$ cat src/rtl/rx_controller_ear.sv
// rtl/rx_controller_ear.sv - serial frame receiver: preamble/SFD lock, header, payload, CRC-8 check
// Recovers one frame at a time from the 1-bit line and delivers good, addressed frames as a 136-bit word.

module rx_controller_ear #(
  parameter logic [1:0] MY_ID    = 2'b01,
  parameter logic [1:0] BCAST_ID = 2'b11
) (
  input  logic         clk,
  input  logic         rst_n,
  input  logic         rx_line,
  output logic [135:0] rx_packet,
  output logic         rx_valid,
  output logic         rx_crc_err,
  output logic         rx_busy
);

  typedef enum logic [2:0] {
    S_HUNT,
    S_HEADER,
    S_DATA,
    S_CRC,
    S_CHECK
  } state_t;

  state_t         state;
  state_t         state_nxt;
  logic [15:0]    hunt_win;
  logic [7:0]     bit_cnt;
  logic [7:0]     crc;
  logic [7:0]     crc_rx;
  logic [7:0]     hdr;
  logic [127:0]   pay;

  logic [15:0]    hunt_shift;
  logic           lock;
  logic [7:0]     data_last;
  logic [7:0]     crc_nxt;
  logic           addr_ok;
  logic           crc_ok;
  logic [6:0]     align_amt;
  logic [127:0]   pay_aligned;

  // (LEN+1)*8-1 == LEN*8+7, and (15-LEN)*8 == ~LEN*8 for a 4-bit LEN
  always_comb begin
    hunt_shift  = {hunt_win[14:0], rx_line};
    lock        = (hunt_shift == 16'hAAAB);
    data_last   = {1'b0, hdr[3:0], 3'b111};
    crc_nxt     = {crc[6:0], 1'b0} ^ ((crc[7] ^ rx_line) ? 8'h07 : 8'h00);
    addr_ok     = (hdr[7:6] == MY_ID) || (hdr[7:6] == BCAST_ID);
    crc_ok      = (crc == crc_rx);
    align_amt   = {~hdr[3:0], 3'b000};
    pay_aligned = pay << align_amt;
  end

  always_ff @(posedge clk or negedge rst_n) begin
    if (!rst_n) state <= S_HUNT;
    else        state <= state_nxt;
  end

  always_comb begin
    state_nxt = state;
    case (state)
      S_HUNT:   if (lock) state_nxt = S_HEADER;
      S_HEADER: if (bit_cnt == 8'd7) state_nxt = S_DATA;
      S_DATA:   if (bit_cnt == data_last) state_nxt = S_CRC;
      S_CRC:    if (bit_cnt == 8'd7) state_nxt = S_CHECK;
      S_CHECK:  state_nxt = S_HUNT;
      default:  state_nxt = S_HUNT;
    endcase
  end

  always_ff @(posedge clk or negedge rst_n) begin
    if (!rst_n) begin
      hunt_win   <= 16'h0;
      bit_cnt    <= 8'h0;
      crc        <= 8'h0;
      crc_rx     <= 8'h0;
      hdr        <= 8'h0;
      pay        <= 128'h0;
      rx_packet  <= 136'h0;
      rx_valid   <= 1'b0;
      rx_crc_err <= 1'b0;
      rx_busy    <= 1'b0;
    end else begin
      rx_valid   <= 1'b0;
      rx_crc_err <= 1'b0;
      case (state)
        S_HUNT: begin
          rx_busy <= 1'b0;
          if (lock) begin
            hunt_win <= 16'h0;
            bit_cnt  <= 8'h0;
            crc      <= 8'h0;
            pay      <= 128'h0;
          end else begin
            hunt_win <= hunt_shift;
          end
        end
        S_HEADER: begin
          rx_busy <= 1'b1;
          hdr     <= {hdr[6:0], rx_line};
          bit_cnt <= (bit_cnt == 8'd7) ? 8'h0 : bit_cnt + 8'd1;
        end
        S_DATA: begin
          rx_busy <= 1'b1;
          pay     <= {pay[126:0], rx_line};
          crc     <= crc_nxt;
          bit_cnt <= (bit_cnt == data_last) ? 8'h0 : bit_cnt + 8'd1;
        end
        S_CRC: begin
          rx_busy <= 1'b1;
          crc_rx  <= {crc_rx[6:0], rx_line};
          bit_cnt <= (bit_cnt == 8'd7) ? 8'h0 : bit_cnt + 8'd1;
        end
        S_CHECK: begin
          rx_busy <= 1'b0;
          if (addr_ok && crc_ok) begin
            rx_packet <= {hdr, pay_aligned};
            rx_valid  <= 1'b1;
          end else if (addr_ok) begin
            rx_crc_err <= 1'b1;
          end
        end
        default: rx_busy <= 1'b0;
      endcase
    end
  end

endmodule

$ cat config.mk
export PLATFORM = sky130hd
export DESIGN_NAME = rx_controller_ear
export DESIGN_NICKNAME = d
export VERILOG_FILES = /design/src/rtl/rx_controller_ear.sv
export SDC_FILE = /design/constraint.sdc
export NUM_CORES = 1
export LEC_CHECK = 0
export ABC_AREA = 0
export CORE_MARGIN = 4
export CORE_UTILIZATION = 59
export CTS_CLUSTER_DIAMETER = 200
export CTS_CLUSTER_SIZE = 12
export DETAILED_ROUTE_END_ITERATION = 10
export HOLD_SLACK_MARGIN = 0.1
export PLACE_DENSITY = 0.89
export SYNTH_ARGS = -nofsm -noshare
export SYNTH_HDL_FRONTEND = slang
export SYNTH_SLANG_ARGS = --single-unit
export TNS_END_PERCENT = 20
$ cat constraint.sdc
create_clock -name clk -period 2.8 [get_ports clk]
set_input_delay 0.42 -clock clk [delete_from_list [all_inputs] [get_ports clk]]
set_output_delay 0.42 -clock clk [all_outputs]
set_load 0.005 [all_outputs]
# After elaboration in Yosys (flattened, before gate mapping)
# Index checks and enable logic that the tools add are counted.
# W data, S select, Z words.
op_classes:
  addsub: 1
  multipliers: 0
  div_mod_pow: 0
  magnitude_cmp: 0
  n_eq_ne: 14
  shift: 1
  muxes: 20
  bitwise: 3
  n_reduce_logical: 11
ops:
  columns: ["operator", "n"]
  rows:
  - ["$pmux W128 S2", 1]
  - ["$mux W128", 1]
  - ["$shl A128 B7 Y128", 1]
  - ["$mux W8", 3]
  - ["$pmux W8 S3", 1]
  - ["$eq A16 B16 Y1 const B", 1]
  - ["$pmux W8 S2", 1]
  - ["$mux W15", 1]
  - ["$mux W3", 5]
  - ["$pmux W3 S4", 1]
  - ["$add A8 B1 Y8 const B", 1]
  - ["$eq A8 B3 Y1 const B", 1]
  - ["$eq A8 B7 Y1", 1]
  - ["$eq A8 B8 Y1", 1]
  - ["$ne A2 B2 Y1 const B", 4]
  - ["$xor A8 B3 Y8", 1]
  - ["$eq A3 B2 Y1 const B", 2]
  - ["$mux W1", 6]
  - ["$reduce_and A2 Y1", 3]
  - ["$not A4 Y4", 1]
  - ["$reduce_and A4 Y1", 1]
  - ["$eq A3 B1 Y1 const B", 1]
  - ["$eq A3 B3 Y1 const B", 1]
  - ["$logic_not A3 Y1", 1]
  - ["other kinds (9)", 9]
word_totals:
  register_bits: 317
  latch_bits: 0
  ramBits: 0
  mem_bits_ro: 0
  inputBits: 3
  memories: 0

# Longest topological paths before layout
# Gate-level depths: netlist of the first run.
depth:
  ltp_word: 5
  depth_mapped: 8
  mapped_depth_nobuf: 5

# Worst setup path after synthesis of the first run
# OpenSTA, ideal clock, no wires.
synth_timing:
  kind: "register to register"
  start: "reg state[1]"
  end: "reg rx_packet[78]"
  setup_time_ps: 125
  arrival_ps: 1968
  required_time_ps: 2675
  path_slack_ps: 707
  stages_incl_launch_ff: 9
  n_path_buf: 3
  cell_sequence: "dfrtp_1 -> buf_2 -> nor2_2 -> nand3_1 -> or3_4 -> inv_2 -> buf_4 -> buf_6 -> mux2_2"
synth_between:
  elab_chain_len: 2
synth_rtl:
  columns: ["item", "line_no", "text"]
  rows:
  - ["start: declaration", "25", "state_t state;"]
  - ["start signal: assignment", "57", "else state <= state_nxt;"]
  - ["$eq A3 B3 Y1", "87", "case (state)"]
  - ["$reduce_and A2 Y1 (no source line)", null, null]
  - ["end signal: assignment", "118", "rx_packet <= {hdr, pay_aligned};"]
  - ["end: declaration", "11", "output logic [135:0] rx_packet,"]
# Every way passes these cells.
# A chain may end at the register's enable or synchronous reset.

# Final worst setup path of the first run
layout_timing:
  start: "reg hdr[1]"
  end: "reg rx_packet[51]"
layout_between:
  elab_chain_len: 2
layout_rtl:
  columns: ["item", "line_no", "text"]
  rows:
  - ["start: declaration", "31", "logic [7:0] hdr;"]
  - ["start signal: assignment", "101", "hdr <= {hdr[6:0], rx_line};"]
  - ["$not A4 Y4", "51", "align_amt = {~hdr[3:0], 3'b000};"]
  - ["$shl A128 B7 Y128", "52", "pay_aligned = pay << align_amt;"]
# Every way passes these cells.

==> summary.json, run 1 <==
{
  "run_status": {"value": "completed"},
  "critical_path.max_fanout": {"value": 45},
  "ant_nets": {"value": 0},
  "critical_path.slowest_cell": {"value": "sky130_fd_sc_hd__dfrtp_4"},
  "io_buffers": {"value": 141},
  "clock_tree_from_tritoncts": {"value": "built"},
  "r2r-start": {"value": "hdr[1]$_DFFE_PN0P_"},
  "synth-main-ff-cell": {"value": "sky130_fd_sc_hd__dfrtp_1"},
  "detailedRoute.firstIterationViolations": {"value": 2325},
  "path_class": {"value": "flip-flop to flip-flop"},
  "timing.critical_path.max_delay_family": {"value": "multiplexers"},
  "timing.final.setup_violations": {"value": 0},
  "max-clock-path-buffers": {"value": 3},
  "start_util": {"value": 0.5968},
  "synth_area_per_cell": {"value": 12.43, "unit": "um^2"},
  "syn_inst": {"value": 1378},
  "end_kind": {"value": "flip-flop"},
  "vdd.ir_drop.worst": {"value": 0.7232, "unit": "mV"},
  "grt_setup_unrepaired": {"value": "false"},
  "design.final.nets": {"value": 1479},
  "pin_count": {"value": 142},
  "finalWeightedCongestion": {"value": 1.061},
  "count_of_clock_tree_sinks": {"value": 317},
  "floorplan.rows": {"value": 62},
  "die_width": {"value": 178.4, "unit": "um"},
  "cp-startpoint": {"value": "hdr[1]$_DFFE_PN0P_"},
  "grt_first_pass_wirelength": {"value": 86.54, "unit": "mm"},
  "vias_in_the_first_global_route": {"value": 13480},
  "ys_ff_latch": {"value": 317},
  "wl_per_cell": {"value": 30.59, "unit": "um"},
  "yosys_warning_count": {"value": 0},
  "grtUsageTotal": {"value": 0.3585},
  "final_wirelength": {"value": 57.03, "unit": "mm"},
  "detail_route.first_pass.iterations": {"value": 6},
  "cts_inserted_buffers": {"value": 30},
  "critical_path.reg2reg.endpoint": {"value": "rx_packet[51]$_DFFE_PN0P_"},
  "drv_cap": {"value": 0},
  "layout.filler_cells": {"value": 1978},
  "clock_tree.htree_level_count": {"value": 1},
  "grt_start_max_net_pins": {"value": 85},
  "worstHoldPathType": {"value": "input port to async pin"},
  "fin_skew": {"value": 23.07, "unit": "ps"},
  "total_leakage_power": {"value": 8.512, "unit": "nW"},
  "max-slew-margin-rel": {"value": 0.4304},
  "cellPowerDensity": {"value": 784.6, "unit": "nW/um^2"},
  "grt_overflow_total": {"value": 0},
  "synth_area": {"value": 17130, "unit": "um^2"},
  "vias_per_cell": {"value": 7.427},
  "fin_crit_sh": {"value": 0.9231},
  "async_reset_ff_frac": {"value": 1.000},
  "grt_antenna_before_repair": {"value": 1},
  "fin_setup_tns": {"value": 0, "unit": "ps"},
  "slew_violations": {"value": 0},
  "critical_path.startpoint_type": {"value": "flip-flop"},
  "yosysUniqueCellTypes": {"value": 61},
  "cpMostUsedCell": {"value": "sky130_fd_sc_hd__mux2_2"},
  "r2r_slack": {"value": 220, "unit": "ps"},
  "multiInputGateArea": {"value": 8488, "unit": "um^2"},
  "core_region_area": {"value": 28700, "unit": "um^2"},
  "final.min_clock_period": {"value": 2585, "unit": "ps"},
  "register_area": {"value": 7943, "unit": "um^2"},
  "timing.reg2reg.worst_path_depth": {"value": 5},
  "syn2layout_area_growth": {"value": 15.80, "unit": "%"},
  "critPathArrivalTime": {"value": 3050, "unit": "ps"},
  "cts_resized": {"value": 0},
  "dp_hpwl": {"value": 39.71, "unit": "mm"},
  "final_hold_viol_count": {"value": 0},
  "worstPathRequired": {"value": 3270, "unit": "ps"},
  "max_stage_delay": {"value": 750, "unit": "ps"},
  "synth_fp_nets": {"value": 1382},
  "timing.critical_path.buf_inv": {"value": 1},
  "worst_setup_hold_path_clk_slew": {"value": 70, "unit": "ps"},
  "cp_cell_sequence": {"value": "buf_12, mux2_2, mux2i_1, a211oi_1, mux2_2"},
  "layout.core_utilization": {"value": 0.6911},
  "floorplan.die_area": {"value": 31820, "unit": "um^2"},
  "routed_vias": {"value": 13840},
  "die_height": {"value": 178.4, "unit": "um"},
  "drc_violation_count_after_routing": {"value": 0},
  "max_slew.worst_pin.slew": {"value": 851.2, "unit": "ps"},
  "post_route_cells_drive_above_1_share": {"value": 0.2191},
  "fmax": {"value": 386.9, "unit": "MHz"},
  "clock_insertion_delay_at_the_later_pin_of_the_skew_report": {"value": 590, "unit": "ps"},
  "synth_edf_count": {"value": 0},
  "clock_tree.root_cell": {"value": "sky130_fd_sc_hd__clkbuf_16"},
  "sequential_fraction_of_the_synthesis_area": {"value": 0.4631}
}
## kinds of logic after synthesis
kind of cell / count (synthesis) / synth area share
compound gates: 370 / 0.1678
xor+xnor: 15 / 0.007670
fa+ha+maj: 1 / 0.0007303
buf+inv: 148 / 0.04200
flops: 317 / 0.4631
mux: 326 / 0.2616
simple gates: 201 / 0.05712
## layer usage
metal	track usage	up-vias	share of wire	routed length [um]
li1	-	5536	-	-
met1	0.4929	6950	0.36	20640
met2	0.5280	1123	0.44	25250
met3	0.09453	233	0.13	7272
met4	0.1861	2	0.067	3847
met5	0	-	0.00028	16
## registers in the layout (all words and copies together) (netlist names), 3 cells and up
| name | flops |
|---|---|
| bit_cnt | 8 |
| crc | 8 |
| crc_rx | 8 |
| hdr | 8 |
| hunt_win | 15 |
| pay | 128 |
| rx_packet | 136 |
| state | 3 |
## synthesized netlist by cell type (5+ instances only)
cell	number	area, um^2
sky130_fd_sc_hd__buf_1	9	33.78
sky130_fd_sc_hd__nand3_1	10	50.05
sky130_fd_sc_hd__mux2_1	21	236.5
sky130_fd_sc_hd__mux2i_1	90	900.9
sky130_fd_sc_hd__a21oi_1	6	30.03
sky130_fd_sc_hd__nor3_1	11	55.05
sky130_fd_sc_hd__a22o_1	154	1349
sky130_fd_sc_hd__nor2_1	38	142.6
sky130_fd_sc_hd__a22oi_1	34	255.2
sky130_fd_sc_hd__xnor2_1	15	131.4
sky130_fd_sc_hd__o21ai_1	9	45.04
sky130_fd_sc_hd__and3_1	26	162.7
sky130_fd_sc_hd__clkbuf_1	71	266.5
sky130_fd_sc_hd__o211ai_1	11	82.58
sky130_fd_sc_hd__dfrtp_1	317	7933
sky130_fd_sc_hd__a2111oi_0	10	87.58
sky130_fd_sc_hd__mux4_2	82	1847
sky130_fd_sc_hd__buf_4	5	37.54
sky130_fd_sc_hd__o21ai_0	42	210.2
sky130_fd_sc_hd__and2_1	9	56.30
sky130_fd_sc_hd__o32ai_1	5	43.79
sky130_fd_sc_hd__buf_2	43	215.2
sky130_fd_sc_hd__a211oi_1	8	60.06
sky130_fd_sc_hd__nor2b_1	6	37.54
sky130_fd_sc_hd__buf_6	5	56.30
sky130_fd_sc_hd__mux2_2	133	1498
sky130_fd_sc_hd__inv_1	8	30.03
sky130_fd_sc_hd__nand2_1	77	289.0
sky130_fd_sc_hd__o22ai_1	18	112.6
sky130_fd_sc_hd__o31ai_1	41	307.8
sky130_fd_sc_hd__a221oi_1	7	61.31
## worst register-to-register path: stages (launching register included)
cell and delay (ps):
sky130_fd_sc_hd__dfrtp_4 750, sky130_fd_sc_hd__buf_12 330, sky130_fd_sc_hd__mux2_2 420, sky130_fd_sc_hd__mux2i_1 510, sky130_fd_sc_hd__a211oi_1 180, sky130_fd_sc_hd__mux2_2 290
## cells in the final DEF, fill, tap and decap left out, types with 11 or more instances in the layout
| master | n |
|---|---|
| sky130_fd_sc_hd__dfrtp_1 | 313 |
| sky130_fd_sc_hd__a22o_1 | 154 |
| sky130_fd_sc_hd__clkdlybuf4s50_1 | 140 |
| sky130_fd_sc_hd__mux2_2 | 133 |
| sky130_fd_sc_hd__mux2i_1 | 90 |
| sky130_fd_sc_hd__mux4_2 | 82 |
| sky130_fd_sc_hd__nand2_1 | 77 |
| sky130_fd_sc_hd__buf_4 | 43 |
| sky130_fd_sc_hd__o21ai_0 | 42 |
| sky130_fd_sc_hd__o31ai_1 | 41 |
| sky130_fd_sc_hd__nor2_1 | 38 |
| sky130_fd_sc_hd__a22oi_1 | 34 |
| sky130_fd_sc_hd__clkbuf_16 | 30 |
| sky130_fd_sc_hd__and3_1 | 26 |
| sky130_fd_sc_hd__mux2_1 | 21 |
| sky130_fd_sc_hd__o22ai_1 | 18 |
| sky130_fd_sc_hd__buf_12 | 17 |
| sky130_fd_sc_hd__xnor2_1 | 15 |
| sky130_fd_sc_hd__nor3_1 | 11 |
| sky130_fd_sc_hd__o211ai_1 | 11 |
## power by group
part / internal, mW / total, mW / switching [mW] / leakage (nW)
registers: 4.96 / 5.55 / 0.596 / 4.36
clock network: 1.90 / 3.61 / 1.71 / 0.386
logic: 2.37 / 6.40 / 4.03 / 3.77
total: 9.23 / 15.6 / 6.33 / 8.51
## what timing repair did
action	4_1_cts	5_1_grt
hold buffers	1	0
endpoints found under the hold margin	42	0
buffers inserted	0	0
## how the worst max path moves through the flow
stage | endpoint | slack (ps) | cells after the start
finish | rx_packet[51]$_DFFE_PN0P_ | 220 | 5
global route | rx_packet[115]$_DFFE_PN0P_ | 160 | 5
CTS | rx_packet[51]$_DFFE_PN0P_ | 300 | 5
detailed placement | rx_packet[83]$_DFFE_PN0P_ | 310 | 5
global placement | rx_packet[51]$_DFFE_PN0P_ | 290 | 5
floorplan | rx_packet[78]$_DFFE_PN0P_ | 710 | 8
## final cells by class
class | instances | share of cell area
antenna | 1 | 0.0001262
timing repair buffer | 202 | 0.1053
inverter | 11 | 0.002145
multi-input combinational | 913 | 0.4279
clock buffer | 34 | 0.03860
tap | 384 | 0.02422
clock inverter | 2 | 0.001262
sequential | 317 | 0.4004
## stage by stage
stage          hold slack (ps)  instances  setup WS [ps]  area [um^2]  power (mW)
2_1_floorplan            124.4       1378          706.9        17130       9.921
3_3_place_gp             359.4       1826          290.1        19030       11.66
3_5_place_dp             358.6       1826          312.6        19030       11.80
4_1_cts                  354.1       1863          299.8        19830       15.39
5_1_grt                  394.4       1863          156.5        19830       16.09
6_report                 352.7       1864          215.3        19840       15.56
Note: power is estimated with default switching activity, not from simulation.
==> run 2: changes to the inputs <==
--- a/config.mk
+++ b/config.mk
@@ -13,6 +13,7 @@
 export DETAILED_ROUTE_END_ITERATION = 10
 export HOLD_SLACK_MARGIN = 0.1
 export PLACE_DENSITY = 0.89
+export SKIP_CTS_REPAIR_TIMING = 1
 export SYNTH_ARGS = -nofsm -noshare
 export SYNTH_HDL_FRONTEND = slang
 export SYNTH_SLANG_ARGS = --single-unit
==> summary.json, run 2 (synthesis gave the netlist of run 1 again) <==
{
  "run_status": {"value": "completed"},
  "clock_tree_from_tritoncts": {"value": "built"},
  "drv_cap": {"value": 0},
  "vias_per_cell": {"value": 7.435},
  "dp_slack": {"value": 312.6, "unit": "ps"},
  "grtUsageMet1": {"value": 0.4927},
  "detail_route.first_pass.iterations": {"value": 7},
  "timing.final.setup_violations": {"value": 0},
  "grt_first_pass_wirelength": {"value": 86.54, "unit": "mm"},
  "worst_setup_hold_path_clk_slew": {"value": 70, "unit": "ps"},
  "timing.reg2reg.worst_path_depth": {"value": 5},
  "groute.layer.met3.usage": {"value": 0.09474},
  "io_buffers": {"value": 141},
  "max-slew-margin-rel": {"value": 0.4305},
  "final_hold_viol_count": {"value": 0},
  "cp-startpoint": {"value": "hdr[1]$_DFFE_PN0P_"},
  "fmax": {"value": 385.9, "unit": "MHz"},
  "count_of_clock_tree_sinks": {"value": 317},
  "final_cell_count_no_fill": {"value": 1864},
  "path_class": {"value": "flip-flop to flip-flop"},
  "regMostFlops": {"value": "rx_packet"},
  "ant_nets": {"value": 0},
  "start_util": {"value": 0.5968},
  "critical_path.startpoint_type": {"value": "flip-flop"},
  "dp_hpwl": {"value": 39.71, "unit": "mm"},
  "post_route_cells_drive_above_1_share": {"value": 0.2191},
  "design.final.nets": {"value": 1479},
  "max-clock-path-buffers": {"value": 3},
  "fin_setup_tns": {"value": 0, "unit": "ps"},
  "grt_overflow_total": {"value": 0},
  "fin_skew": {"value": 27.42, "unit": "ps"},
  "detailedRoute.firstIterationViolations": {"value": 2332},
  "clock_insertion_delay_at_the_later_pin_of_the_skew_report": {"value": 590, "unit": "ps"},
  "final_standard_cell_area_without_fillers": {"value": 19840, "unit": "um^2"},
  "setup_ws": {"value": 208.7, "unit": "ps"},
  "grt_start_max_net_pins": {"value": 85},
  "placedCellCount": {"value": 1826},
  "clock_tree.root_cell": {"value": "sky130_fd_sc_hd__clkbuf_16"},
  "slew_violations": {"value": 0},
  "grt_antenna_before_repair": {"value": 1},
  "grtUsageTotal": {"value": 0.3585},
  "max_slew.worst_pin.slew": {"value": 851.1, "unit": "ps"},
  "largest_register_ff_count": {"value": 136},
  "biggestRegsByFlops": {"value": "rx_packet x136, pay x128, hunt_win x15"},
  "die_height": {"value": 178.4, "unit": "um"},
  "finalWeightedCongestion": {"value": 1.061},
  "r2r_slack": {"value": 210, "unit": "ps"},
  "critical_path.max_fanout": {"value": 45},
  "die_width": {"value": 178.4, "unit": "um"},
  "dpl-instance-area": {"value": 19030, "unit": "um^2"},
  "final_wirelength": {"value": 56.99, "unit": "mm"},
  "cellPowerDensity": {"value": 784.8, "unit": "nW/um^2"},
  "r2r-start": {"value": "hdr[1]$_DFFE_PN0P_"},
  "grt-busiest-layer": {"value": "met2"},
  "final.min_clock_period": {"value": 2591, "unit": "ps"},
  "most-common-layout-cells": {"value": "313 x sky130_fd_sc_hd__dfrtp_1, 154 x sky130_fd_sc_hd__a22o_1, 140 x sky130_fd_sc_hd__clkdlybuf4s50_1"},
  "worstHoldPathType": {"value": "input port to async pin"},
  "pin_count": {"value": 142},
  "wl_per_cell": {"value": 30.57, "unit": "um"},
  "fin_crit_sh": {"value": 0.9255},
  "routed_vias": {"value": 13860},
  "clock_tree.htree_level_count": {"value": 1},
  "worstPathRequired": {"value": 3260, "unit": "ps"},
  "critPathArrivalTime": {"value": 3050, "unit": "ps"},
  "cts_inserted_buffers": {"value": 30},
  "grt_met2_use": {"value": 0.5280},
  "syn2layout_area_growth": {"value": 15.80, "unit": "%"},
  "floorplan.rows": {"value": 62},
  "floorplan.die_area": {"value": 31820, "unit": "um^2"},
  "total_leakage_power": {"value": 8.512, "unit": "nW"},
  "critical_path.reg2reg.endpoint": {"value": "rx_packet[51]$_DFFE_PN0P_"},
  "vdd.ir_drop.worst": {"value": 0.7202, "unit": "mV"},
  "end_kind": {"value": "flip-flop"},
  "most_common_cell_after_layout_fill_and_taps_aside": {"value": "sky130_fd_sc_hd__dfrtp_1"},
  "vias_in_the_first_global_route": {"value": 13470},
  "drc_violation_count_after_routing": {"value": 0},
  "grt_setup_unrepaired": {"value": "false"},
  "core_region_area": {"value": 28700, "unit": "um^2"}
}
[run 2: cell counts in the layout (fill, tap and decap cells not counted)]
No cell type changed its count.
[run 2: worst max-delay path by stage]
| stage | depth (start not counted) | slack [ps] | end |
|---|---|---|---|
| after floorplan | 8 | 710 | rx_packet[78]$_DFFE_PN0P_ |
| after detailed placement | 5 | 310 | rx_packet[83]$_DFFE_PN0P_ |
| after CTS | 5 | 300 | rx_packet[51]$_DFFE_PN0P_ |
| after global routing | 5 | 160 | rx_packet[115]$_DFFE_PN0P_ |
| after global placement | 5 | 290 | rx_packet[51]$_DFFE_PN0P_ |
| final | 5 | 210 | rx_packet[51]$_DFFE_PN0P_ |
[run 2: through the flow]
step / hold slack [ps] / utilization / total power [mW]
after floorplan: 124.4 / - / 9.921
after global placement: 359.4 / 0.6631 / 11.66
after detailed placement: 358.6 / 0.6631 / 11.80
after CTS: -249.9 / 0.6907 / 15.39
after global routing: 394.4 / 0.6910 / 16.09
final: 348.7 / 0.6911 / 15.57
[run 2: critical path: stages, from the launching register on]
cell	delay, ps
sky130_fd_sc_hd__dfrtp_4	740
sky130_fd_sc_hd__buf_12	330
sky130_fd_sc_hd__mux2_2	370
sky130_fd_sc_hd__mux2i_1	520
sky130_fd_sc_hd__a211oi_1	180
sky130_fd_sc_hd__mux2_2	290
[run 2: power by group]
| part | switching (mW) | internal (mW) |
|---|---|---|
| clock network | 1.71 | 1.90 |
| logic | 4.03 | 2.37 |
| registers | 0.593 | 4.96 |
| total | 6.34 | 9.23 |
[run 2: cell type report]
type | count | area [um^2]
diodes | 1 | 2.502
clock buffers | 34 | 765.7
clock inverters | 2 | 25.02
fillers | 1978 | 8866
inverters | 11 | 42.54
multi-input cells | 913 | 8488
flip-flops and latches | 317 | 7943
well taps | 384 | 480.5
repair buffers | 202 | 2090
[run 2: routing by layer]
layer / up-vias / part of all wire
li1: 5539 / -
met1: 6960 / 0.36
met2: 1133 / 0.45
met3: 224 / 0.13
met4: 2 / 0.066
met5: - / 0.00028
